**src/rtl/fetch_pkg.sv**
```systemverilog
// -----------------------------------------------------------------------------
// fetch_pkg
// Shared types and constants for the instruction fetch front end.
//   - fetch_state_t : request / wait-for-response / hold-in-skid states
//   - fetch_entry_t : {instr, pc} pair used by both the skid buffer and the
//                     IF/ID output register
//   - FETCH_NOP     : canonical NOP (addi x0,x0,0) shown when the output is empty
// The entry fields are sized from FETCH_DATA_W / FETCH_ADDR_W; a fetch_unit
// built with different DATA_WIDTH / ADDR_WIDTH needs these changed to match.
// -----------------------------------------------------------------------------
package fetch_pkg;

  localparam int unsigned FETCH_DATA_W = 32;
  localparam int unsigned FETCH_ADDR_W = 32;

  localparam logic [FETCH_DATA_W-1:0] FETCH_NOP = 32'h0000_0013;

  typedef enum logic [1:0] {
    REQ  = 2'd0,  // presenting a request to instruction memory
    WAIT = 2'd1,  // one request outstanding, waiting for its response
    HOLD = 2'd2   // response parked in the skid buffer, decode stalled
  } fetch_state_t;

  typedef struct packed {
    logic [FETCH_DATA_W-1:0] instr;
    logic [FETCH_ADDR_W-1:0] pc;
  } fetch_entry_t;

endpackage : fetch_pkg

```
**src/rtl/fetch_skid_buf.sv**
```systemverilog
// -----------------------------------------------------------------------------
// fetch_skid_buf
// One-entry holding register for an instruction response that arrived while
// the IF/ID output register was occupied and stalled.
// Ports:
//   clk_i    in   clock
//   rst_ni   in   asynchronous active-low reset (clears the valid flag only)
//   load_i   in   capture entry_i
//   drain_i  in   entry consumed by the output register this cycle
//   flush_i  in   entry discarded (redirect)
//   entry_i  in   {instr, pc} to capture
//   entry_o  out  held {instr, pc}
//   valid_o  out  buffer holds a live entry
// -----------------------------------------------------------------------------
module fetch_skid_buf
  import fetch_pkg::*;
(
  input  logic         clk_i,
  input  logic         rst_ni,
  input  logic         load_i,
  input  logic         drain_i,
  input  logic         flush_i,
  input  fetch_entry_t entry_i,
  output fetch_entry_t entry_o,
  output logic         valid_o
);

  logic         vld_q, vld_d;
  fetch_entry_t entry_q, entry_d;

  always_comb begin
    vld_d   = vld_q;
    entry_d = entry_q;
    if (load_i) begin
      vld_d   = 1'b1;
      entry_d = entry_i;
    end else if (drain_i || flush_i) begin
      vld_d   = 1'b0;
    end
  end

  always_ff @(posedge clk_i or negedge rst_ni) begin
    if (!rst_ni) begin
      vld_q <= 1'b0;
    end else begin
      vld_q <= vld_d;
    end
  end

  // Payload is qualified by vld_q, so it needs no reset.
  always_ff @(posedge clk_i) begin
    entry_q <= entry_d;
  end

  assign entry_o = entry_q;
  assign valid_o = vld_q;

endmodule : fetch_skid_buf

```
**src/rtl/fetch_unit.sv**
```systemverilog
// -----------------------------------------------------------------------------
// fetch_unit
// Instruction fetch front end: owns the PC, issues one word request at a time
// to instruction memory, and presents each returned instruction in an IF/ID
// output register. Handles decode stall (via a one-entry skid buffer),
// branch/jump redirect, and discard of responses made stale by a redirect.
// Ports:
//   clk_i          in   clock, rising edge
//   rst_ni         in   asynchronous active-low reset
//   imem_req_o     out  request valid (only in REQ)
//   imem_addr_o    out  word-aligned fetch address (= pc_q)
//   imem_ready_i   in   memory accepts the request this cycle
//   imem_rvalid_i  in   response valid, one per accepted request
//   imem_rdata_i   in   response instruction word
//   stall_i        in   decode cannot consume the output this cycle
//   redirect_i     in   taken branch/jump, refetch from redirect_pc_i
//   redirect_pc_i  in   redirect target (low two bits ignored for the fetch)
//   valid_o        out  instr_o / pc_o hold a live instruction
//   instr_o        out  instruction to decode (NOP when empty)
//   pc_o           out  address of instr_o
//   pc_plus4_o     out  pc_o + 4, wrapping
//   misaligned_o   out  one-cycle pulse after a redirect with nonzero low bits
// -----------------------------------------------------------------------------
module fetch_unit
  import fetch_pkg::*;
#(
  parameter int unsigned             DATA_WIDTH = FETCH_DATA_W,
  parameter int unsigned             ADDR_WIDTH = FETCH_ADDR_W,
  parameter logic [ADDR_WIDTH-1:0]   RESET_PC   = 32'h0000_0000,
  parameter logic [DATA_WIDTH-1:0]   NOP_INSTR  = FETCH_NOP
) (
  input  logic                  clk_i,
  input  logic                  rst_ni,
  output logic                  imem_req_o,
  output logic [ADDR_WIDTH-1:0] imem_addr_o,
  input  logic                  imem_ready_i,
  input  logic                  imem_rvalid_i,
  input  logic [DATA_WIDTH-1:0] imem_rdata_i,
  input  logic                  stall_i,
  input  logic                  redirect_i,
  input  logic [ADDR_WIDTH-1:0] redirect_pc_i,
  output logic                  valid_o,
  output logic [DATA_WIDTH-1:0] instr_o,
  output logic [ADDR_WIDTH-1:0] pc_o,
  output logic [ADDR_WIDTH-1:0] pc_plus4_o,
  output logic                  misaligned_o
);

  localparam logic [ADDR_WIDTH-1:0] PC_STEP = ADDR_WIDTH'(4);

  fetch_state_t          state_q, state_d;
  logic [ADDR_WIDTH-1:0] pc_q, pc_d;
  logic [ADDR_WIDTH-1:0] req_pc_q, req_pc_d;
  logic                  discard_q, discard_d;
  logic                  out_vld_q, out_vld_d;
  fetch_entry_t          out_q, out_d;
  logic                  misaligned_q, misaligned_d;

  logic [ADDR_WIDTH-1:0] redirect_pc_aligned;
  logic                  out_free;
  logic                  resp_load;
  logic                  skid_load;
  logic                  skid_drain;
  logic                  skid_flush;
  logic                  skid_vld;
  fetch_entry_t          skid_entry;
  fetch_entry_t          resp_entry;

  assign redirect_pc_aligned = {redirect_pc_i[ADDR_WIDTH-1:2], 2'b00};
  // The output register can take a new entry if it is empty or being consumed.
  assign out_free            = !out_vld_q || !stall_i;
  assign resp_entry          = '{instr: imem_rdata_i, pc: req_pc_q};

  // ---------------------------------------------------------------------------
  // FSM: state register
  // ---------------------------------------------------------------------------
  always_ff @(posedge clk_i or negedge rst_ni) begin
    if (!rst_ni) begin
      state_q <= REQ;
    end else begin
      state_q <= state_d;
    end
  end

  // ---------------------------------------------------------------------------
  // FSM: next state
  // ---------------------------------------------------------------------------
  always_comb begin
    state_d = state_q;
    case (state_q)
      REQ: begin
        // A redirect does not retract a request the memory is accepting.
        if (imem_ready_i) state_d = WAIT;
      end
      WAIT: begin
        if (redirect_i) begin
          // Stay until the stale response shows up, unless it is here now.
          if (imem_rvalid_i) state_d = REQ;
        end else if (imem_rvalid_i) begin
          state_d = (discard_q || out_free) ? REQ : HOLD;
        end
      end
      HOLD: begin
        if (redirect_i || (skid_vld && !stall_i)) state_d = REQ;
      end
      default: state_d = REQ;
    endcase
  end

  // ---------------------------------------------------------------------------
  // FSM: outputs and datapath control
  // ---------------------------------------------------------------------------
  always_comb begin
    imem_req_o = (state_q == REQ);
    pc_d       = pc_q;
    req_pc_d   = req_pc_q;
    discard_d  = discard_q;
    resp_load  = 1'b0;
    skid_load  = 1'b0;
    skid_drain = 1'b0;
    skid_flush = 1'b0;
    case (state_q)
      REQ: begin
        if (imem_ready_i) begin
          req_pc_d  = pc_q;
          pc_d      = pc_q + PC_STEP;
          // Accepted together with a redirect: its response is already stale.
          discard_d = redirect_i;
        end
      end
      WAIT: begin
        if (redirect_i) begin
          // A response arriving in the redirect cycle is dropped right here;
          // otherwise remember to drop it when it comes.
          discard_d = !imem_rvalid_i;
        end else if (imem_rvalid_i) begin
          discard_d = 1'b0;
          if (!discard_q) begin
            if (out_free) resp_load = 1'b1;
            else          skid_load = 1'b1;
          end
        end
      end
      HOLD: begin
        if (redirect_i)                skid_flush = 1'b1;
        else if (skid_vld && !stall_i) skid_drain = 1'b1;
      end
      default: ;
    endcase
    if (redirect_i) pc_d = redirect_pc_aligned;
  end

  // ---------------------------------------------------------------------------
  // IF/ID output register next value: redirect > load > consume
  // ---------------------------------------------------------------------------
  always_comb begin
    out_vld_d    = out_vld_q;
    out_d        = out_q;
    misaligned_d = redirect_i && (redirect_pc_i[1:0] != 2'b00);
    if (redirect_i) begin
      out_vld_d   = 1'b0;
      out_d.instr = NOP_INSTR;
    end else if (resp_load) begin
      out_vld_d   = 1'b1;
      out_d       = resp_entry;
    end else if (skid_drain) begin
      out_vld_d   = 1'b1;
      out_d       = skid_entry;
    end else if (out_vld_q && !stall_i) begin
      out_vld_d   = 1'b0;
      out_d.instr = NOP_INSTR;
    end
  end

  // ---------------------------------------------------------------------------
  // Registers
  // ---------------------------------------------------------------------------
  always_ff @(posedge clk_i or negedge rst_ni) begin
    if (!rst_ni) begin
      pc_q         <= RESET_PC;
      discard_q    <= 1'b0;
      out_vld_q    <= 1'b0;
      out_q        <= '{instr: NOP_INSTR, pc: RESET_PC};
      misaligned_q <= 1'b0;
    end else begin
      pc_q         <= pc_d;
      discard_q    <= discard_d;
      out_vld_q    <= out_vld_d;
      out_q        <= out_d;
      misaligned_q <= misaligned_d;
    end
  end

  // Only meaningful while in WAIT, which reset always leaves.
  always_ff @(posedge clk_i) begin
    req_pc_q <= req_pc_d;
  end

  fetch_skid_buf u_skid (
    .clk_i   (clk_i),
    .rst_ni  (rst_ni),
    .load_i  (skid_load),
    .drain_i (skid_drain),
    .flush_i (skid_flush),
    .entry_i (resp_entry),
    .entry_o (skid_entry),
    .valid_o (skid_vld)
  );

  assign imem_addr_o  = pc_q;
  assign valid_o      = out_vld_q;
  assign instr_o      = out_q.instr;
  assign pc_o         = out_q.pc;
  assign pc_plus4_o   = out_q.pc + PC_STEP;
  assign misaligned_o = misaligned_q;

  // The skid buffer is occupied exactly while the FSM sits in HOLD.
  hold_has_skid: assert property (@(posedge clk_i) disable iff (!rst_ni)
    (state_q == HOLD) == skid_vld);

endmodule : fetch_unit

```
**config.mk**
```make
export PLATFORM = sky130hd
export DESIGN_NAME = fetch_unit
export DESIGN_NICKNAME = d
export VERILOG_FILES = /design/src/rtl/fetch_pkg.sv /design/src/rtl/fetch_skid_buf.sv /design/src/rtl/fetch_unit.sv
export SDC_FILE = /design/constraint.sdc
export NUM_CORES = 1
export LEC_CHECK = 0
export CORE_ASPECT_RATIO = 0.6
export CORE_MARGIN = 4
export CORE_UTILIZATION = 45
export DETAILED_ROUTE_END_ITERATION = 6
export PLACE_DENSITY = 0.74
export SYNTH_ARGS = -nofsm -noshare
export SYNTH_HDL_FRONTEND = slang
export SYNTH_SLANG_ARGS = --single-unit
```
**constraint.sdc**
```tcl
create_clock -name clk_i -period 6.2 [get_ports clk_i]
set_clock_uncertainty 0.1 [all_clocks]
set_input_delay 0.62 -clock clk_i [delete_from_list [all_inputs] [get_ports clk_i]]
set_output_delay 0.62 -clock clk_i [all_outputs]
set_load 0.1 [all_outputs]
```
After elaboration in Yosys (flattened, before gate mapping)
Index checks and enable logic that the tools add are counted.
{"block": "word_totals", "register_bits": 198, "inputBits": 70, "output_inout_bits": 131, "word_cells": 83}
{"block": "op_classes", "add_sub_neg": 2, "eq_ne": 6, "muxes": 40, "bitwise_logic": 1, "reduce_logical": 23}
{"cell": "$mux 32", "count": 7}
{"cell": "$add 32x3->32 const B", "count": 2}
{"cell": "$mux 64", "count": 1}
{"cell": "$mux 1", "count": 24}
{"cell": "$mux 2", "count": 6}
{"cell": "$reduce_bool 2->1", "count": 6}
{"cell": "$pmux 2 s3", "count": 1}
{"cell": "$reduce_and 2->1", "count": 3}
{"cell": "$reduce_and 3->1", "count": 2}
{"cell": "$logic_or 1x1->1", "count": 4}
{"cell": "$ne 2x2->1 const B", "count": 2}
{"cell": "$reduce_bool 4->1", "count": 1}
{"cell": "$logic_and 1x1->1", "count": 3}
{"cell": "$logic_not 1->1", "count": 3}
{"cell": "$ne 3x3->1 const B", "count": 1}
{"cell": "$eq 2x1->1 const B", "count": 1}
{"cell": "$eq 2x2->1 const B", "count": 1}
{"cell": "$logic_not 2->1", "count": 1}
{"cell": "$ne 2x1->1 const B", "count": 1}
{"cell": "$pmux 1 s2", "count": 1}
{"cell": "$not 1->1", "count": 1}

Logic depth before layout (Yosys ltp)
Gate-level depths: netlist (run 1).
{"block": "depth", "depth_word": 9, "ltp_mapped": 7, "depth_no_buf": 5}

Modules after synthesis
From an unflattened synthesis (run 1), not the netlist that was laid out.
{"block": "hier_totals", "hier_cells": 687, "hier_area_um2": 8264.2}
{"module": "fetch_unit", "n_inst": 1, "cells_per_inst": 620, "area_each_um2": 6306.0, "seq_area_each_um2": 3382.0}
{"module": "fetch_skid_buf", "n_inst": 1, "cells_per_inst": 67, "area_each_um2": 1958.1, "seq_area_each_um2": 1946.9}

Worst setup path after synthesis (run 1)
Ideal clock, no wire load.
{"block": "synth_timing", "path_kind": "register to output", "from": "register out_q, in the netlist pc_o[7]", "to": "output pc_plus4_o[21]", "t_arrival_ns": 3.789, "required_ns": 5.480, "slack_ns": 1.691, "path_stages_with_launch": 5, "path_buffers": 0, "cell_sequence": "dfrtp_1 nand4_1 nor4_2 nand4_1 xnor2_1"}
{"block": "synth_between", "elab_chain_len": 1}
{"element": "start, declared", "line": "fetch_unit.sv:56", "text": "fetch_entry_t out_q, out_d;"}
{"element": "start signal, assigned", "line": "fetch_unit.sv:183", "text": "out_q <= '{instr: NOP_INSTR, pc: RESET_PC};"}
{"element": "start signal, assigned", "line": "fetch_unit.sv:189", "text": "out_q <= out_d;"}
{"element": "$add 32x3->32", "line": "fetch_unit.sv:214", "text": "assign pc_plus4_o = out_q.pc + PC_STEP;"}
{"element": "end, declared", "line": "fetch_unit.sv:45", "text": "output logic [ADDR_WIDTH-1:0] pc_plus4_o,"}
Every way passes these cells.

Worst setup path after layout (run 1)
{"block": "layout_timing", "from": "register out_q, in the netlist pc_o[7]", "to": "output pc_plus4_o[31]"}
Same word-level chain as after synthesis.

==> results.py, run 1 <==
metrics = {
    "outcome": {
        "outcome": "finished, final reports clean",
    },
    "clock_tree": {
        "cts_tree": "built",
        "htree_levels": 4,
        "hold_buffers": 0,
        "clock-root-buffer": "clkbuf_16",
        "cts_buffer_depth": 2,
        "cts_buffers": 17,
        "cts_resized": 0,
        "cts.sinks": 190,
        "path_clk_slew_ns": 0.08,
        "insertion_delay_ns": 0.44,
        "cts_setup_buffers": 0,
    },
    "routing": {
        "drc": 0,
        "via_per_inst": 5.69,
        "routed_wirelength_um": 22300,
        "ant_nets": 0,
        "drtPass1Iterations": 5,
        "routed_wire_length_per_instance_um": 20.4,
        "vias": 6247,
        "drtIter0Drc": 706,
    },
    "synthesis": {
        "synth_top_family_by_area": "simple AND/OR/NAND/NOR gates",
        "yosysSeqAreaShare": 0.639,
        "dominantRegCellSynth": "dfrtp_1",
        "synth_fa_ha_area_frac": 0.00306,
        "synthSimpleGateAreaFrac": 0.145,
        "yosys_warnings": 0,
        "syn_inst": 663,
        "async_flop_share": 0.516,
        "synth_top_area_cell": "edfxtp_1",
        "ys_seq_elements": 190,
        "netlist_top_cells_area": "edfxtp_1, dfrtp_1, mux2i_1",
        "synth_mux_area_frac": 0.0406,
        "synth_compound_area_frac": 0.0979,
        "syn_area_um2": 8170,
        "yosysUniqueCellTypes": 48,
        "synth_top_area_frac": 0.338,
        "synth_xor_area_frac": 0.0429,
        "syn_avg_cell_area_um2": 12.3,
        "synth_edf_count": 92,
    },
    "setup_path": {
        "critPathLaunchType": "register",
        "cpLargestDelayFamily": "simple AND/OR/NAND/NOR gates",
        "worstSetupEndpointType": "output port",
        "critPathKind": "register to output port",
        "cp_slowest_cell": "clkdlybuf4s50_1",
        "critPathRequiredTime_ns": 5.48,
        "crit_fanout": 10,
        "arrival_ns": 3.88,
        "cp_num_buf_inv": 1,
        "cpPeakStageDelay_ns": 1.15,
        "reg2reg_depth": 5,
        "cp_cell_sequence": "nand4_1 > nor4_2 > nand4_1 > xnor2_1 > clkdlybuf4s50_1",
        "rrSetupSlack_ns": 3.52,
        "r2r-end": "u_skid.entry_o[45]",
        "r2r-start": "state_q[1]",
        "critPathMostFrequentCell": "nand4_1",
    },
    "grt": {
        "grt_pass1_vias": 6105,
        "grt_max_degree": 64,
        "antenna_found_initial": 0,
        "gr-usage-all-layers": 0.219,
        "overflow": 0,
        "grt_pass1_wl_um": 35300,
    },
    "placement": {
        "io_buffers": 194,
        "placed_cells": 1065,
        "placed_area_um2": 10300,
        "gp_congestion": 0.880,
        "dp_hpwl_um": 15900,
    },
    "floorplanning": {
        "initial_core_util": 0.468,
        "die_y_um": 112,
        "row_count": 37,
        "die-area_um2": 20400,
        "die_w_um": 182,
        "core_area_um2": 17500,
        "ios": 201,
    },
    "sta": {
        "drv_slew": 0,
        "fin_setup_tns_ns": 0,
        "rsz0062_at_grt": "false",
        "worst_pin_slew_ns": 1.12,
        "relSlewSlack": 0.245,
        "hold_viol": 0,
        "period_share": 0.743,
        "max_freq_mhz": 217,
        "fin_crit_ns": 4.60,
        "setup_violations": 0,
    },
    "power_and_ir_drop": {
        "p_leak_nw": 4.04,
        "p_per_area_nw_per_um2": 444,
        "power.ir.vdd_worst_mv": 0.277,
    },
    "cells_and_area": {
        "synthToLayoutAreaGrowth_pct": 33.6,
        "drive_above_1_share": 0.0637,
        "diodes": 0,
        "stdcell_count": 1097,
        "nets": 922,
        "fin_util": 0.625,
        "fin_area_um2": 10900,
        "final_common_cell": "clkdlybuf4s50_1",
        "final_cell_mix": "clkdlybuf4s50_1, dfrtp_1, edfxtp_1",
    },
    "job": {
        "cap_violations": 0,
    },
    "worst_hold_path": {
        "min-delay-path-class": "primary input to async pin",
    },
}
-- cell type report --
type	count	area, µm²
fill	1349	6550
sequential	190	5220
multi-input combinational	421	2730
timing repair buffer	203	2010
clock buffer	17	425
tap	234	293
clock inverter	15	170
inverter	17	63.8
-- cell families (layout without fill, tap and decap cells) --
family | count (synthesis) | count (layout)
AOI/OAI and AO/OA | 115 | 115
xor gates and xnor gates | 40 | 40
adders and majority gates | 2 | 2
buffers and inverters | 57 | 252
DFF | 190 | 190
muxes | 33 | 33
other | 1 | 6
and+or+nand+nor | 225 | 225
-- registers in the layout, summed over array words and instances, names as in the netlist --
| register | flops |
|---|---|
| misaligned_o | 1 |
| u_skid.valid_o | 1 |
| discard_q | 1 |
| pc_o | 30 |
| instr_o | 32 |
| state_q | 2 |
| req_pc_q | 30 |
| imem_addr_o | 30 |
| u_skid.entry_o | 62 |
| valid_o | 1 |
-- metal layers --
layer / track usage / up-vias / routed length [µm]
met1: 0.341 / 3093 / 10900
met3: 0.0528 / 24 / 1740
met4: 0.0640 / 0 / 352
li1: - / 2836 / -
met5: 0 / - / 0
met2: 0.305 / 294 / 9340
-- worst max-delay path by stage --
stage             from              to  slack, ns  depth (start not counted)
2_1_floorplan  pc_o[7]  pc_plus4_o[21]       1.69                          4
3_3_place_gp   pc_o[7]  pc_plus4_o[21]       2.17                          5
3_5_place_dp   pc_o[7]  pc_plus4_o[29]       2.05                          5
4_1_cts        pc_o[7]  pc_plus4_o[31]       1.55                          5
5_1_grt        pc_o[7]  pc_plus4_o[31]       1.36                          5
6_report       pc_o[7]  pc_plus4_o[31]       1.60                          5
-- synthesized netlist by cell type, types with 4 or more instances --
master     n
a21oi_1   34
a221o_1   29
a31oi_1   14
and2_1    31
and3_1     6
buf_2      5
buf_4      6
clkbuf_1  28
dfrtp_1   95
edfxtp_1  92
inv_1     16
mux2i_1   32
nand2_1   33
nand3_1   28
nand4_1   19
nor2_1    61
nor3_1     5
nor4_1     8
o21ai_0   18
o31ai_1   11
or3_1      4
or4_1     14
xnor2_1   33
xor2_1     7
-- power by group --
group	switching, mW	internal (mW)
Combinational	1.65	0.478
Clock	0.533	0.541
Sequential	0.188	1.45
-- per-stage QoR --
step / power (mW) / setup slack, ns / hold slack, ns
3_5_place_dp: 3.79 / 2.05 / 0.334
2_1_floorplan: 3.23 / 1.69 / 0.224
6_report: 4.84 / 1.60 / 0.0517
4_1_cts: 4.87 / 1.55 / 0.0683
5_1_grt: 5.00 / 1.36 / 0.0880
3_3_place_gp: 3.76 / 2.17 / 0.336
No activity file was read; power rests on OpenSTA's default activity.
==> run 2: changes to the inputs <==
--- a/config.mk
+++ b/config.mk
@@ -9,7 +9,7 @@
 export CORE_MARGIN = 4
 export CORE_UTILIZATION = 45
 export DETAILED_ROUTE_END_ITERATION = 6
-export PLACE_DENSITY = 0.74
+export PLACE_DENSITY = 0.77
 export SYNTH_ARGS = -nofsm -noshare
 export SYNTH_HDL_FRONTEND = slang
 export SYNTH_SLANG_ARGS = --single-unit
==> constraint.sdc (replaced) <==
create_clock -name clk_i -period 3.8 [get_ports clk_i]
set_clock_uncertainty 0.1 [all_clocks]
set_input_delay 0.38 -clock clk_i [delete_from_list [all_inputs] [get_ports clk_i]]
set_output_delay 0.38 -clock clk_i [all_outputs]
set_load 0.1 [all_outputs]
==> results.py, run 2 (synthesis results as in run 1) <==
metrics = {
    "sta": {
        "relSlewSlack": 0.279,
        "fin_crit_ns": 3.26,
        "rsz0062_at_grt": "false",
        "setup_violations": 0,
        "worst_slack_ns": 0.537,
        "hold_viol": 0,
        "worst_pin_slew_ns": 1.08,
        "holdWs_ns": 0.353,
        "period_share": 0.859,
        "max_freq_mhz": 306,
        "drv_slew": 0,
    },
    "cells_and_area": {
        "final_common_cell": "clkdlybuf4s50_1",
        "drive_above_1_share": 0.124,
        "fin_util": 0.635,
        "nets": 932,
        "diodes": 0,
        "n_fill_cell": 1357,
        "synthToLayoutAreaGrowth_pct": 35.6,
        "fin_area_um2": 11100,
        "final_cell_mix": "clkdlybuf4s50_1, dfrtp_1, edfxtp_1",
        "stdcell_count": 1107,
        "largest_reg_flops": 62,
    },
    "floorplanning": {
        "die_y_um": 112,
        "initial_core_util": 0.468,
        "ios": 201,
        "core_area_um2": 17500,
        "die_w_um": 182,
        "die-area_um2": 20400,
        "row_count": 37,
    },
    "clock_tree": {
        "hold_buffers": 1,
        "htree_levels": 4,
        "cts_buffers": 17,
        "clock-root-buffer": "clkbuf_16",
        "cts_tree": "built",
        "cts_buffer_depth": 2,
        "insertion_delay_ns": 0.42,
        "cts_setup_buffers": 0,
        "cts_resized": 0,
        "path_clk_slew_ns": 0.08,
        "cts.sinks": 190,
    },
    "setup_path": {
        "critPathRequiredTime_ns": 3.32,
        "crit_fanout": 7,
        "arrival_ns": 2.78,
        "worstSetupEndpointType": "output port",
        "critPathKind": "register to output port",
        "critPathLaunchType": "register",
    },
    "placement": {
        "placed_area_um2": 10400,
        "place_ws_ns": 0.873,
        "dp_hpwl_um": 14700,
        "io_buffers": 194,
        "placed_cells": 1074,
        "gp_congestion": 0.800,
    },
    "job": {
        "cap_violations": 0,
    },
    "routing": {
        "routed_wire_length_per_instance_um": 19.1,
        "via_per_inst": 5.47,
        "drc": 0,
        "vias": 6052,
        "drtPass1Iterations": 5,
        "ant_nets": 0,
        "drtIter0Drc": 624,
        "routed_wirelength_um": 21100,
    },
    "grt": {
        "grt_pass1_wl_um": 33600,
        "grt_max_degree": 64,
        "antenna_found_initial": 3,
        "grt_pass1_vias": 5942,
        "gr-usage-all-layers": 0.208,
        "overflow": 0,
    },
    "power_and_ir_drop": {
        "p_int_mw": 4.13,
        "p_sw_frac": 0.482,
        "power.ir.vdd_worst_mv": 0.544,
        "p_switching_mw": 3.85,
        "pwr-share-comb": 0.434,
        "p_per_area_nw_per_um2": 720,
        "p_seq_frac": 0.335,
        "p_leak_nw": 4.23,
        "clkPwrFrac": 0.231,
    },
    "worst_hold_path": {
        "min-delay-path-class": "register to register",
    },
    "outcome": {
        "outcome": "finished, final reports clean",
    },
}
[run 2: cell types whose count changed in the layout (fill, tap and decap cells not counted), sizes merged]
cell / change
clkbuf: +1
clkinvlp: -1
bufinv: +1
inv: +2
dlygate4sd3: +1
clkinv: -3
clkdlybuf4s50: -26
buf: +35
[run 2: cell type report]
cell class	instances	area [µm²]	area share
tap	234	293	0.0264
timing repair buffer	213	2020	0.182
inverter	17	63.8	0.00576
multi-input combinational	421	2860	0.259
sequential	190	5220	0.471
clock inverter	14	165	0.0149
clock buffer	18	450	0.0407
[run 2: power by group through the flow]
stage	logic (mW)	clock network [mW]	registers, mW
3_3_place_gp	3.45	0	2.69
5_1_grt	3.57	1.97	2.71
4_1_cts	3.48	1.87	2.67
6_report	3.46	1.84	2.67
3_5_place_dp	3.48	0	2.71
2_1_floorplan	1.52	0	3.81
[run 2: final timing paths]
| check | start | end | slack [ns] | depth (start not counted) |
|---|---|---|---|---|
| max | pc_o[16] | pc_plus4_o[29] | 0.54 | 5 |
| min | req_pc_q[24] | u_skid.entry_o[24] | 0.35 | 0 |
| max reg2reg | imem_addr_o[5] | imem_addr_o[21] | 1.12 | 4 |
| min reg2reg | req_pc_q[24] | u_skid.entry_o[24] | 0.35 | 0 |
| max in group asynchronous | rst_ni | instr_o[4] | 2.25 | 3 |
| min in group asynchronous | rst_ni | instr_o[23] | 0.46 | 2 |
[run 2: stage by stage]
stage / TNS, ns / total power [mW]
after floorplan: -0.573 / 5.33
after global placement: 0 / 6.14
after detailed placement: 0 / 6.18
after CTS: 0 / 8.02
after global routing: 0 / 8.25
final: 0 / 7.97
[run 2: per-layer routing]
layer	global-route usage	up-vias	part of all wire
met5	0	-	0.0017
met4	0.0390	6	0.0088
met3	0.0492	21	0.067
met2	0.314	205	0.46
met1	0.311	2965	0.47
li1	-	2855	-
[run 2: critical path, stage by stage, from the launching register on]
cell	delay, ns
dfrtp_1	0.53
nand4_1	0.16
nor4_1	0.89
nand4_1	0.27
xnor2_2	0.19
buf_4	0.31
